`config.mk`:
```
export PLATFORM = sky130hd
export DESIGN_NAME = vga_sync_640x480
export DESIGN_NICKNAME = d
export VERILOG_FILES = /design/src/rtl/vga_pkg.sv /design/src/rtl/vga_axis_counter.sv /design/src/rtl/vga_sync_640x480.sv
export SDC_FILE = /design/constraint.sdc
export NUM_CORES = 1
export LEC_CHECK = 0
export CAP_MARGIN = 20
export CORE_UTILIZATION = 45
export CTS_CLUSTER_DIAMETER = 60
export CTS_CLUSTER_SIZE = 8
export DETAILED_ROUTE_END_ITERATION = 7
export PLACE_DENSITY = 0.72
export SYNTH_ARGS = -nofsm -noshare
export SYNTH_HDL_FRONTEND = slang
export SYNTH_HIERARCHICAL = 1
export SYNTH_SLANG_ARGS = --single-unit
```
`constraint.sdc`:
```
create_clock -name clk -period 2.4 [get_ports clk]
set_clock_uncertainty 0.2 [all_clocks]
set_input_delay 0.48 -clock clk [delete_from_list [all_inputs] [get_ports clk]]
set_output_delay 0.48 -clock clk [all_outputs]
set_load 0.05 [all_outputs]
```
`src/rtl/vga_pkg.sv`:
```
// Shared VGA timing definitions: region encoding, 640x480@60 defaults and
// total-period helpers reused by the sync generator and colour generator.
package vga_pkg;

  localparam int unsigned CNT_W = 10;

  localparam int unsigned VGA_H_ACTIVE = 640;
  localparam int unsigned VGA_H_FRONT  = 16;
  localparam int unsigned VGA_H_SYNC   = 96;
  localparam int unsigned VGA_H_BACK   = 48;
  localparam int unsigned VGA_V_ACTIVE = 480;
  localparam int unsigned VGA_V_FRONT  = 10;
  localparam int unsigned VGA_V_SYNC   = 2;
  localparam int unsigned VGA_V_BACK   = 33;

  typedef enum logic [1:0] {
    REG_ACTIVE,
    REG_FRONT,
    REG_SYNC,
    REG_BACK
  } region_e;

  function automatic int unsigned axis_total(input int unsigned active,
                                             input int unsigned front,
                                             input int unsigned sync,
                                             input int unsigned back);
    return active + front + sync + back;
  endfunction

  function automatic int unsigned h_total();
    return axis_total(VGA_H_ACTIVE, VGA_H_FRONT, VGA_H_SYNC, VGA_H_BACK);
  endfunction

  function automatic int unsigned v_total();
    return axis_total(VGA_V_ACTIVE, VGA_V_FRONT, VGA_V_SYNC, VGA_V_BACK);
  endfunction

endpackage

```
`src/rtl/vga_axis_counter.sv`:
```
// One timing axis: wrapping position counter plus ACTIVE/FRONT/SYNC/BACK
// region tracker, both advancing only when step_i is high.
module vga_axis_counter
  import vga_pkg::*;
#(
  parameter int unsigned ACTIVE = VGA_H_ACTIVE,
  parameter int unsigned FRONT  = VGA_H_FRONT,
  parameter int unsigned SYNC   = VGA_H_SYNC,
  parameter int unsigned BACK   = VGA_H_BACK
) (
  input  logic             clk,
  input  logic             clr_n,
  input  logic             step_i,
  output logic [CNT_W-1:0] count_o,
  output region_e          region_next_o,
  output logic             wrap_o
);

  localparam int unsigned TOTAL = axis_total(ACTIVE, FRONT, SYNC, BACK);

  localparam logic [CNT_W-1:0] END_ACTIVE = CNT_W'(ACTIVE - 1);
  localparam logic [CNT_W-1:0] END_FRONT  = CNT_W'(ACTIVE + FRONT - 1);
  localparam logic [CNT_W-1:0] END_SYNC   = CNT_W'(ACTIVE + FRONT + SYNC - 1);
  localparam logic [CNT_W-1:0] END_TOTAL  = CNT_W'(TOTAL - 1);

  if (TOTAL > 1023) begin : g_total_check
    $fatal(1, "vga_axis_counter: timing total exceeds 10-bit counter range");
  end

  logic [CNT_W-1:0] count_q, count_d;
  region_e          region_q, region_d;
  logic             wrap;

  always_comb begin
    count_d  = count_q;
    region_d = region_q;
    wrap     = 1'b0;
    if (step_i) begin
      if (count_q == END_TOTAL) begin
        count_d = '0;
        wrap    = 1'b1;
      end else begin
        count_d = count_q + 1'b1;
      end
      case (region_q)
        REG_ACTIVE: if (count_q == END_ACTIVE) region_d = REG_FRONT;
        REG_FRONT:  if (count_q == END_FRONT)  region_d = REG_SYNC;
        REG_SYNC:   if (count_q == END_SYNC)   region_d = REG_BACK;
        REG_BACK:   if (count_q == END_TOTAL)  region_d = REG_ACTIVE;
        default:                               region_d = REG_ACTIVE;
      endcase
    end
  end

  always_ff @(posedge clk or negedge clr_n) begin
    if (!clr_n) begin
      count_q  <= '0;
      region_q <= REG_ACTIVE;
    end else begin
      count_q  <= count_d;
      region_q <= region_d;
    end
  end

  assign count_o       = count_q;
  assign region_next_o = region_d;
  assign wrap_o        = wrap;

endmodule

```
`src/rtl/vga_sync_640x480.sv`:
```
// VGA sync generator: H and V axis counters advanced by the pixel tick, with
// sync/blank/frame-start outputs registered in step with the counters.
module vga_sync_640x480
  import vga_pkg::*;
#(
  parameter int unsigned H_ACTIVE = VGA_H_ACTIVE,
  parameter int unsigned H_FRONT  = VGA_H_FRONT,
  parameter int unsigned H_SYNC   = VGA_H_SYNC,
  parameter int unsigned H_BACK   = VGA_H_BACK,
  parameter int unsigned V_ACTIVE = VGA_V_ACTIVE,
  parameter int unsigned V_FRONT  = VGA_V_FRONT,
  parameter int unsigned V_SYNC   = VGA_V_SYNC,
  parameter int unsigned V_BACK   = VGA_V_BACK,
  parameter bit          SYNC_POL = 1'b0
) (
  input  logic             clk,
  input  logic             clr_n,
  input  logic             pix_en,
  output logic [CNT_W-1:0] hcount,
  output logic [CNT_W-1:0] vcount,
  output logic             hsync,
  output logic             vsync,
  output logic             video_on,
  output logic             frame_start
);

  logic [CNT_W-1:0] h_count, v_count;
  region_e          h_region_d, v_region_d;
  logic             h_wrap, v_wrap;

  vga_axis_counter #(
    .ACTIVE (H_ACTIVE),
    .FRONT  (H_FRONT),
    .SYNC   (H_SYNC),
    .BACK   (H_BACK)
  ) u_h_axis (
    .clk           (clk),
    .clr_n         (clr_n),
    .step_i        (pix_en),
    .count_o       (h_count),
    .region_next_o (h_region_d),
    .wrap_o        (h_wrap)
  );

  vga_axis_counter #(
    .ACTIVE (V_ACTIVE),
    .FRONT  (V_FRONT),
    .SYNC   (V_SYNC),
    .BACK   (V_BACK)
  ) u_v_axis (
    .clk           (clk),
    .clr_n         (clr_n),
    .step_i        (h_wrap & pix_en),
    .count_o       (v_count),
    .region_next_o (v_region_d),
    .wrap_o        (v_wrap)
  );

  logic hsync_q, vsync_q, video_on_q, frame_start_q;

  // Decoded from next-state regions so outputs line up with the counters.
  always_ff @(posedge clk or negedge clr_n) begin
    if (!clr_n) begin
      hsync_q       <= ~SYNC_POL;
      vsync_q       <= ~SYNC_POL;
      video_on_q    <= 1'b1;
      frame_start_q <= 1'b0;
    end else begin
      hsync_q       <= (h_region_d == REG_SYNC) ? SYNC_POL : ~SYNC_POL;
      vsync_q       <= (v_region_d == REG_SYNC) ? SYNC_POL : ~SYNC_POL;
      video_on_q    <= (h_region_d == REG_ACTIVE) && (v_region_d == REG_ACTIVE);
      frame_start_q <= h_wrap & v_wrap;
    end
  end

  assign hcount      = h_count;
  assign vcount      = v_count;
  assign hsync       = hsync_q;
  assign vsync       = vsync_q;
  assign video_on    = video_on_q;
  assign frame_start = frame_start_q;

endmodule

```
==> flow_summary.yaml <==
final_layout:
  stdcell_count: 222
  nNetsFinal: 186
  syn2layout_area_growth_pct: 30.6
  final_layout_size_suffix_gt1_share_pct: 26.4
  mostFrequentLayoutCells: "clkdlybuf4s50_1 (20), dfrtp_1 (19), buf_4 (12), nand2_1 (9), nand3_1 (7)"
  finalInstanceArea_um2: 1980
  layout_commonest_cell: "clkdlybuf4s50_1"
  diodes: 0
synthesis:
  synth_cell_types: 47
  synthesis.nets: 147
  synthCells: 140
  ys_ff_latch: 28
  async_reset_ff_share_pct: 100
  ys_seq_area_share_pct: 46.5
  avgSynthCellArea_um2: 10.8
  synth-edff-count: 0
  syn_area_um2: 1520
  synth_ff_type: "dfrtp_1"
  synth_warnings: 6
power_and_ir_drop:
  power.density_nw_per_um2: 650
  ir_worst_vdd_mv: 0.579
  power.leakage_nw: 0.919
  total_power_mw: 1.29
worst_setup_path:
  r2r-start: "u_h_axis/count_o[0]$_DFFE_PN0P_"
  required_ps: 1720
  cp_max_fo: 1
  path_buf_inv: 1
  crit_start: "vsync$_DFF_PN1_"
  crit_family: "buffers and inverters"
  r2r_cells: 8
  cp.arrival_ps: 1660
  r2r_end: "video_on$_DFF_PN1_"
  cp.depth: 1
  cp_slowest_stage_delay_ps: 790
  path_class: "reg2out"
  endpoint_kind: "primary output"
  cp_cell_sequence: "clkdlybuf4s50_1"
  slowest_stage: "clkdlybuf4s50_1"
  rrSetupSlack_ps: 60
  endpoint: "vsync"
  crit_path_start_kind: "register"
clock_tree:
  cts_setup_buffers: 0
  numCtsBuffers: 3
  path_clk_slew_ps: 160
  h-tree-depth: 1
  cts_tree: "yes"
  cts.path.max_buffers: 2
  clockRootBuffer: "clkbuf_4"
  cts_hold_buf: 0
  clock-sinks: 28
  insertion_delay_ps: 330
global_route:
  use_met2_pct: 32.4
  grt_util_all_layers_pct: 19.9
  first_global_vias: 1144
  antenna_found_initial: 0
  grt.busiest_layer: "met2"
  grt_max_degree: 29
  grt_pass1_wl_um: 5350
  grt_remaining_overflow: 0
  globalRouteMet1Util_pct: 27.5
  use_met3_pct: 2.60
die:
  start_util_pct: 48.4
  fp-row-count: 20
  dieArea_um2: 3600
  dieWidth_um: 60.0
  io_pins: 27
  die_h_um: 60.0
  core_area_um2: 3130
route:
  wl_um: 3270
  drt_iter0_markers: 61
  drt_pass1_iterations: 4
  drc: 0
  vias_per_cell: 5.45
  num_vias: 1209
  drt-wirelength-per-cell_um: 14.7
  ant_nets: 0
placement:
  dpl_cell_area_um2: 1920
  place_inst: 218
  io_buffers: 26
  dp_hpwl_um: 2390
  globalplace.congestion: 0.809
timing:
  hold_viol: 0
  fin_crit_sh_pct: 97.6
  slew_viol_final: 0
  final-setup-viol-count: 0
  slew_headroom_pct: 65.7
  rsz0062_at_grt: "no"
  tightest_slew_ps: 512
  min_period_ps: 2340
  max_freq_mhz: 427
min_path:
  min_path_type: "in2async"
job:
  max-cap-violations: 0
outcome:
  status: "finished clean"
==> where the power goes <==
group / switching [mW] / total, mW / leakage, nW / internal [mW]
Sequential: 0.0940 / 0.615 / 0.342 / 0.521
Clock: 0.144 / 0.313 / 0.0279 / 0.169
Combinational: 0.237 / 0.359 / 0.549 / 0.121
Total: 0.476 / 1.29 / 0.919 / 0.811
==> cell type report <==
| cell class | count | area, um2 |
|---|---|---|
| Fill cell | 256 | 1150 |
| Multi-Input combinational cell | 102 | 782 |
| Sequential cell | 28 | 712 |
| Timing Repair Buffer | 38 | 354 |
| Tap cell | 44 | 55.1 |
| Clock inverter | 1 | 30.0 |
| Clock buffer | 3 | 22.5 |
| Inverter | 6 | 22.5 |
==> worst min path at each step <==
stage,start,endpoint,slack (ps),cells past startpoint
2_1_floorplan,clr_n,frame_start$_DFF_PN0_,-20,0
3_3_place_gp,u_v_axis/count_o[8]$_DFFE_PN0P_,u_v_axis/count_o[8]$_DFFE_PN0P_,330,1
3_5_place_dp,u_v_axis/count_o[8]$_DFFE_PN0P_,u_v_axis/count_o[8]$_DFFE_PN0P_,330,1
4_1_cts,clr_n,u_v_axis/count_o[3]$_DFFE_PN0P_,310,2
5_1_grt,clr_n,u_v_axis/count_o[3]$_DFFE_PN0P_,330,2
6_report,clr_n,u_v_axis/count_o[9]$_DFFE_PN0P_,310,2
==> stage by stage <==
stage	hold slack [ps]	TNS [ps]	setup WS (ps)	utilization [%]
2_1_floorplan	-15.6	-144	-92.7	-
3_3_place_gp	329	-339	-117	61.4
3_5_place_dp	329	-690	-200	61.4
4_1_cts	312	0	12.4	63.0
5_1_grt	334	0	0.289	63.2
6_report	307	0	57.5	63.2
==> synth_stat cells, drive strengths merged, types with 5 or more instances <==
library cell  instances  area share (%)
a21oi                 6             2.0
dfrtp                25              41
inv                   6             1.5
nand2                11             3.1
nand3                10             4.3
nor3                  5             2.3
o21ai                 6             2.2
xnor2                 6             3.5
==> flip-flops by register name, summed over array words and instances (netlist names) <==
name	count
u_h_axis/region_q	2
u_v_axis/region_q	2
vsync	1
hsync	1
video_on	1
frame_start	1
u_v_axis/count_o	10
u_h_axis/count_o	10
==> metal layers <==
metal  wire length, um  up-vias  part of all wire [%]
met5                 0        -                     0
met4                18        0                  0.55
met3                61        2                   1.9
met2              1610       16                    49
met1              1580      600                    48
li1                  -      591                     -
==> cells by family after synthesis <==
kind of cell | Yosys count | synth area share (%)
compound gates | 23 | 10.2
xor+xnor | 10 | 5.78
mux | 2 | 1.32
fa+ha+maj | 4 | 3.30
simple gates | 63 | 29.6
buf+inv | 10 | 3.22
flops | 28 | 46.5
==> repair_timing <==
action	CTS	global route
cloned	0	0
gates resized for setup	3	3
setup endpoints to repair	3	3
(Power assumes the default switching activity.)
